**src/rtl/coef_serializer.sv**
```systemverilog
// Parallel NCHAN-entry complex vector to AXI-stream frame serializer with shadow/active buffering.
// Define COEF_SER_ASCEND_EN for ascending beat order (idx 0..NCHAN-1); default is descending.
module coef_serializer #(
  parameter int NCHAN = 32,
  parameter int DW    = 16,
  parameter int IDXW  = 5,
  parameter int CW    = 8
) (
  input  logic                       clk,
  input  logic                       aresetn,
  input  logic                       load,
  input  logic [NCHAN-1:0][DW-1:0]   din_real,
  input  logic [NCHAN-1:0][DW-1:0]   din_imag,
  output logic                       load_ready,
  output logic [2*DW-1:0]            m_axis_tdata,
  output logic [IDXW-1:0]            m_axis_tuser,
  output logic                       m_axis_tvalid,
  input  logic                       m_axis_tready,
  output logic                       m_axis_tlast,
  output logic                       overrun,
  output logic [CW-1:0]              drop_count,
  output logic                       frame_done
);

  localparam logic [0:0] IDLE = 1'b0;
  localparam logic [0:0] SEND = 1'b1;

`ifdef COEF_SER_ASCEND_EN
  localparam logic [IDXW-1:0] FIRST_IDX = '0;
  localparam logic [IDXW-1:0] LAST_IDX  = IDXW'(NCHAN-1);
`else
  localparam logic [IDXW-1:0] FIRST_IDX = IDXW'(NCHAN-1);
  localparam logic [IDXW-1:0] LAST_IDX  = '0;
`endif

  logic [0:0]                 state;
  logic                       shadow_full;
  logic [NCHAN-1:0][DW-1:0]   shadow_real;
  logic [NCHAN-1:0][DW-1:0]   shadow_imag;
  logic [NCHAN-1:0][DW-1:0]   active_real;
  logic [NCHAN-1:0][DW-1:0]   active_imag;
  logic [IDXW-1:0]            idx;

  logic                       handshake;
  logic                       last_beat;
  logic                       start;
  logic                       send_nxt;
  logic                       load_acc;
  logic [IDXW-1:0]            step_idx;
  logic [IDXW-1:0]            idx_nxt;

  assign load_ready    = ~shadow_full;
  assign m_axis_tvalid = (state == SEND);
  assign m_axis_tuser  = idx;

  // A frame starts from idle or directly on the last beat, so frames chain without bubbles.
  always_comb begin
    handshake = (state == SEND) & m_axis_tready;
    last_beat = handshake & (idx == LAST_IDX);
    start     = shadow_full & ((state == IDLE) | last_beat);
    send_nxt  = start | ((state == SEND) & ~last_beat);
    load_acc  = load & ~shadow_full;
`ifdef COEF_SER_ASCEND_EN
    step_idx  = idx + 1'b1;
`else
    step_idx  = idx - 1'b1;
`endif
    if (start)
      idx_nxt = FIRST_IDX;
    else if (handshake)
      idx_nxt = step_idx;
    else
      idx_nxt = idx;
  end

  always_ff @(posedge clk or negedge aresetn) begin
    if (!aresetn) begin
      shadow_real <= '0;
      shadow_imag <= '0;
      active_real <= '0;
      active_imag <= '0;
    end else begin
      if (load_acc) begin
        shadow_real <= din_real;
        shadow_imag <= din_imag;
      end
      if (start) begin
        active_real <= shadow_real;
        active_imag <= shadow_imag;
      end
    end
  end

  // Output data is registered from the next index so it always matches tuser.
  always_ff @(posedge clk or negedge aresetn) begin
    if (!aresetn) begin
      state        <= IDLE;
      shadow_full  <= 1'b0;
      idx          <= '0;
      m_axis_tdata <= '0;
      m_axis_tlast <= 1'b0;
      overrun      <= 1'b0;
      drop_count   <= '0;
      frame_done   <= 1'b0;
    end else begin
      state        <= send_nxt ? SEND : IDLE;
      idx          <= idx_nxt;
      m_axis_tlast <= send_nxt & (idx_nxt == LAST_IDX);
      if (start)
        m_axis_tdata <= {shadow_imag[FIRST_IDX], shadow_real[FIRST_IDX]};
      else
        m_axis_tdata <= {active_imag[idx_nxt], active_real[idx_nxt]};
      if (load_acc)
        shadow_full <= 1'b1;
      else if (start)
        shadow_full <= 1'b0;
      overrun    <= load & shadow_full;
      frame_done <= last_beat;
      if (load && shadow_full && (drop_count != {CW{1'b1}}))
        drop_count <= drop_count + 1'b1;
    end
  end

endmodule

```
**config.mk**
```make
export PLATFORM = sky130hd
export DESIGN_NAME = coef_serializer
export DESIGN_NICKNAME = d
export VERILOG_FILES = /design/src/rtl/coef_serializer.sv
export SDC_FILE = /design/constraint.sdc
export NUM_CORES = 2
export LEC_CHECK = 0
export CAP_MARGIN = 20
export CORE_AREA = 2 2 417 419
export DETAILED_ROUTE_END_ITERATION = 8
export DIE_AREA = 0 0 419 421
export GPL_TIMING_DRIVEN = 0
export PLACE_DENSITY = 0.77
export SLEW_MARGIN = 5
export SYNTH_ARGS = -nofsm -noshare
export SYNTH_HDL_FRONTEND = slang
export SYNTH_SLANG_ARGS = --single-unit
export TNS_END_PERCENT = 5
```
**constraint.sdc**
```tcl
create_clock -name clk -period 5.6 [get_ports clk]
set_clock_uncertainty 0.05 [all_clocks]
set_input_delay 1.68 -clock clk [delete_from_list [all_inputs] [get_ports clk]]
set_output_delay 1.68 -clock clk [all_outputs]
set_load 0.01 [all_outputs]
```
=== After elaboration in Yosys (flattened, before gate mapping) ===
Cells that the tools add are included.

* Output and inout port bits: 50
* Bits of input ports: 1028
* Logic and storage cells: 167
* Register bits after elaboration: 2098

* Bitwise gates (word level): 12
* Equal/unequal tests: 1
* $add $sub $neg: 2
* $lt $le $gt $ge: 1
* Reduce and logical (&&, ||, !) cells: 5
* Multiplexer cells: 10

{| class="wikitable"
|+ Operators by type and width
! operator !! count
|-
| binary-select mux 16 bit (select 5 bit) || 2
|-
| 2-to-1 mux 16 bit || 2
|-
| 2-to-1 mux 32 bit || 1
|-
| logical NOT 5 bit || 2
|-
| 2-to-1 mux 5 bit || 2
|-
| adder 8 x 1 -> 8 bit, second input constant || 1
|-
| != test 8 bit, second input constant || 1
|-
| AND 1 bit || 7
|-
| < comparator 5 x 6 -> 1 bit, second input constant || 1
|-
| subtractor 5 x 1 -> 5 bit, second input constant || 1
|-
| 2-to-1 mux 1 bit || 3
|-
| inverter 1 bit || 3
|-
| logical AND 1 bit || 2
|-
| OR 1 bit || 2
|-
| nonzero test 2 bit || 1
|}

=== Logic depth before layout (Yosys ltp) ===
* Word-level depth: 8
* Depth in mapped cells: 17
* Mapped depth without buffers: 11

=== Least setup slack after synthesis ===
No wires, ideal clock.

* Path kind: in2reg
* From: input m_axis_tready
* To: register m_axis_tdata[29]
* Setup slack: 1.870 ns
* Stages on the path: 11
* Required time: 5.418 ns
* Buffers on the path: 3
* Arrival: 3.548 ns
* Library setup time: 0.132 ns
* Cells stage by stage: buf_4 -> a21bo_1 -> buf_6 -> and2_4 -> buf_6 -> mux2_4 -> a222oi_1 -> a21oi_1 -> and3_1 -> nor4_1 -> o21ai_1

* Word-level cells in the longest chain between the ends: 8
* Elaborated cells on any way between the ends: 9
* Those cells by class: mux: 5; bitwise: 4

{| class="wikitable"
|+ Ends and longest elaborated chain
! item !! RTL line !! RTL
|-
| start, declared || 18 || <nowiki>input logic m_axis_tready,</nowiki>
|-
| AND 1 bit (*) || 58 || <nowiki>handshake = (state == SEND) & m_axis_tready;</nowiki>
|-
| AND 1 bit || 59 || <nowiki>last_beat = handshake & (idx == LAST_IDX);</nowiki>
|-
| OR 1 bit || 60 || <nowiki>start = shadow_full & ((state == IDLE) | last_beat);</nowiki>
|-
| AND 1 bit || 60 ||
|-
| 2-to-1 mux 5 bit || 68 || <nowiki>if (start)</nowiki>
|-
| binary-select mux 16 bit (select 5 bit) || 112 || <nowiki>m_axis_tdata <= {active_imag[idx_nxt], active_real[idx_nxt]};</nowiki>
|-
| 2-to-1 mux 16 bit (not written as such) || 112 ||
|-
| 2-to-1 mux 32 bit (*) || 109 || <nowiki>if (start)</nowiki>
|-
| end signal, assigned || 110 || <nowiki>m_axis_tdata <= {shadow_imag[FIRST_IDX], shadow_real[FIRST_IDX]};</nowiki>
|-
| end signal, assigned || 112 ||
|-
| end, declared || 15 || <nowiki>output logic [2*DW-1:0] m_axis_tdata,</nowiki>
|}

Every way passes the cells marked *; elsewhere a longest branch is shown, timed or not. The select of a mux whose other input is x is not followed.
A chain may end at the register's enable or synchronous reset.

=== Worst setup path in the final report ===
* From: input m_axis_tready
* To: register m_axis_tdata[19]

Same word-level chain as after synthesis.

==> metrics.md <==
| Metric | Value |
|---|---|
| Syn_nets | 9072 |
| CTS tree | built |
| Clock Path Buffers | 3 |
| FFs w/ async S/R, synth | 100% |
| Syn-to-layout area delta | 25.8% |
| DRC viols | 0 |
| Drt wl/cell | around 36 um |
| Crit. End Element | flop |
| Die width | 419 um |
| Cells after Synth | 8041 |
| DRT Wirelength | between 400 and 500 mm |
| DRT Pass-1 Iters | 8 |
| Synth top area share | between 60% and 70% |
| Ys flop type | dfrtp_1 |
| CP Data Required Time | 6280 ps |
| Via density | 6.18 |
| Final worst slack | -372 ps |
| Initial Util | 49.9% |
| RSZ-0062 raised after global routing | true |
| CP Buf/Inv Count | 4 |
| Final HPWL DP | 320 mm |
| Worst hold path type | reg -> reg |
| Dpl ws | -1480 ps |
| Placer Congestion | between 1 and 1.5 |
| Max Cap Violations | 0 |
| # rows | 153 |
| Largest net degree at the start of global routing | roughly 180 |
| Number of synthesized flops with an enable pin | 0 |
| Final Hold Viols | 0 |
| Reg clk slew, reported paths | 70 ps |
| Total die area | 0.176 mm^2 |
| Final setup vio count | 18 |
| Antenna viol nets, final | 0 |
| Root Driver | clkbuf_16 |
| Most common cell in the netlist | nand2_1 |
| CP Cell Sequence | buf_4, nand3b_2, nand2_2, nor2_4, buf_4, buf_2, buf_4, o221ai_1, a31oi_2, o2bb2ai_1 |
| Cell family with most CP delay | buffers and inverters |
| Global-route wire length before repair | 570 mm |
| Synth area leader | dfrtp_1 |
| Yosys warns | 0 |
| Num ports | 1078 |
| Final nets | roughly 10k |
| Core area | 0.172 mm^2 |
| Synth Cell Area | between 0.08 and 0.09 mm^2 |
| H-tree depth | 4 |
| Static leakage | roughly 50 nW |
| Failing checks | negative setup slack |
| GRT Overall Usage | 47.8% |
| Crit-path max FO | 12 |
| Skew-Pair Late Insertion Delay | 940 ps |
| Fmax | around 170 MHz |
| Seq/Total Area, Yosys | 61.0% |
| TritonCTS Buffers | 214 |
| Fillers | about 14k |
| DR vias | around 74k |
| Initial DRC count | 11.1k |
| Power per Cell Area | 644 mW/mm^2 |
| Worst setup path category | in -> reg |
| FF+latch count, synth | 2098 |
| Max Slew Vio Count | 0 |
| Largest stage delay, worst path | roughly 800 ps |
| Max stage delay cell, worst path | buf_2 |
| Synth cell count leaders | nand2_1 (3498), dfrtp_1 (2098), mux2_2 (1040), clkbuf_1 (296), buf_2 (165) |
| Fin crit share | 107% |
| Synth unique cells | 85 |
| CP dominant cell by count | buf_4 |
| Clk sink count | roughly 2.1k |
| Critical Path Start Type | input port |
| Layout cells sized above 1 | 17.7% |
| Antenna violations before repair | 53 |
| Status | complete, but fails checks |
| Top post-synthesis cells by area | dfrtp_1 (61%), nand2_1 (15%), mux2_2 (14%) |
| Avg Cell Area, Syn | 10.7 um^2 |
| IO Port Bufs | 1076 |
| Crit path DAT | 6660 ps |
| Min Hold Slack | 404 ps |
| Max_slew headroom | 5.64% |
| Die Y | 421 um |
| Vias in the first global route | 71.7k |
| Final min period | approximately 6000 ps |
| Worst ir drop on vdd | 0.419 mV |
| Setup TNS | -3600 ps |
| Gr ovfl total | 0 |
| # hold bufs at CTS | 0 |
| Worst Tran Pin Value | 1380 ps |
## what timing repair did
item	in CTS	in global routing
setup buffers	0	0
gates resized for setup	4	6
endpoints found under the setup margin	2	4
## where the power goes
| group | internal, W | switching, W | total (W) |
|---|---|---|---|
| logic | 0.00872 | 0.0172 | 0.0259 |
| clock network | 0.00873 | 0.00661 | 0.0153 |
| registers | 0.0227 | 0.00574 | 0.0285 |
## kinds of logic after synthesis
| kind of cell | synth area share (%) |
|---|---|
| multiplexers | 14.7 |
| flip-flops | 61.0 |
| adder cells (fa/ha/maj) | 0.0436 |
| AO/OA/AOI/OAI | 4.57 |
| AND/OR/NAND/NOR | 16.9 |
| XOR/XNOR | 0.124 |
| buffers and inverters | 2.63 |
## flip-flops by register name, indices dropped and copies added, names as in the netlist, 5 cells and up
name          flops
shadow_real     512
m_axis_tuser      5
active_real     512
shadow_imag     512
drop_count        8
active_imag     512
m_axis_tdata     32
## worst paths after layout
| kind | from | endpoint | slack, ps | cells past startpoint |
|---|---|---|---|---|
| min | shadow_real[340]$_DFFE_PN0P_ | active_real[340]$_DFFE_PN0P_ | 400 | 2 |
| max | m_axis_tready | m_axis_tdata[19]$_DFF_PN0_ | -370 | 10 |
| min reg2reg | shadow_real[340]$_DFFE_PN0P_ | active_real[340]$_DFFE_PN0P_ | 400 | 2 |
| max reg2reg | m_axis_tuser[1]$_DFF_PN0_ | m_axis_tdata[16]$_DFF_PN0_ | -330 | 14 |
| min in group asynchronous | aresetn | shadow_real[2]$_DFFE_PN0P_ | 720 | 1 |
| max in group asynchronous | aresetn | active_imag[186]$_DFFE_PN0P_ | 1680 | 5 |
## stage by stage
step / instances / instance area, um^2 / utilization [%] / power (W)
CTS: 11900 / 108000 / 62.6 / 0.0675
floorplan: 8041 / 86000 / - / 0.0383
global route: 11900 / 108000 / 62.7 / 0.0708
global placement: 11400 / 99700 / 57.8 / 0.0516
finish: 11900 / 108000 / 62.7 / 0.0697
detailed placement: 11500 / 100000 / 58.3 / 0.0523
## per-layer routing
layer | vias up | wire length [um] | global-route usage (%) | share of wire (%)
met5 | - | 191 | 0 | 0.045
met4 | 22 | 45600 | 40.8 | 11
met3 | 1617 | 57000 | 19.4 | 13
met2 | 5565 | 177000 | 67.2 | 42
met1 | 37200 | 146000 | 56.8 | 34
li1 | 29300 | - | - | -
## area by class of cell
type	count	area, um^2	area share (%)
repair buffers	1116	11600	10.7
multi-input cells	5430	31300	28.9
inverters	8	32.5	0.0301
diodes	43	108	0.0995
plain buffers	505	2260	2.09
clock inverters	89	1290	1.19
well taps	2325	2910	2.69
flip-flops and latches	2098	52500	48.5
clock buffers	310	6210	5.74
## cells in the final DEF, fill, tap and decap left out, types with 10 or more instances in the layout
| master | count |
|---|---|
| buf_4 | 20 |
| o21ai_0 | 28 |
| mux4_2 | 17 |
| clkdlybuf4s50_1 | 1075 |
| o22ai_1 | 28 |
| nand3_1 | 125 |
| mux2_2 | 1040 |
| clkbuf_2 | 17 |
| and3_1 | 26 |
| clkbuf_16 | 215 |
| bufinv_16 | 21 |
| buf_16 | 20 |
| buf_8 | 13 |
| buf_2 | 167 |
| a21oi_1 | 149 |
| a31oi_1 | 75 |
| nand2_1 | 3498 |
| nor2_1 | 27 |
| o221ai_1 | 29 |
| clkbuf_8 | 49 |
| buf_6 | 12 |
| o21ai_1 | 12 |
| buf_1 | 16 |
| clkinv_2 | 41 |
| a211oi_1 | 41 |
| clkbuf_1 | 325 |
| nand4_1 | 16 |
| a21o_1 | 10 |
| a22oi_1 | 40 |
| a222oi_1 | 54 |
| diode_2 | 43 |
| mux2i_1 | 52 |
| dfrtp_1 | 2098 |
| a221oi_1 | 12 |
## tightest hold or removal path, delay by kind of cell (launching register included)
family,cells,cell delay (ps)
flip-flops,1,340
AND/OR/NAND/NOR,2,120
Note: power is estimated with default switching activity, not from simulation.
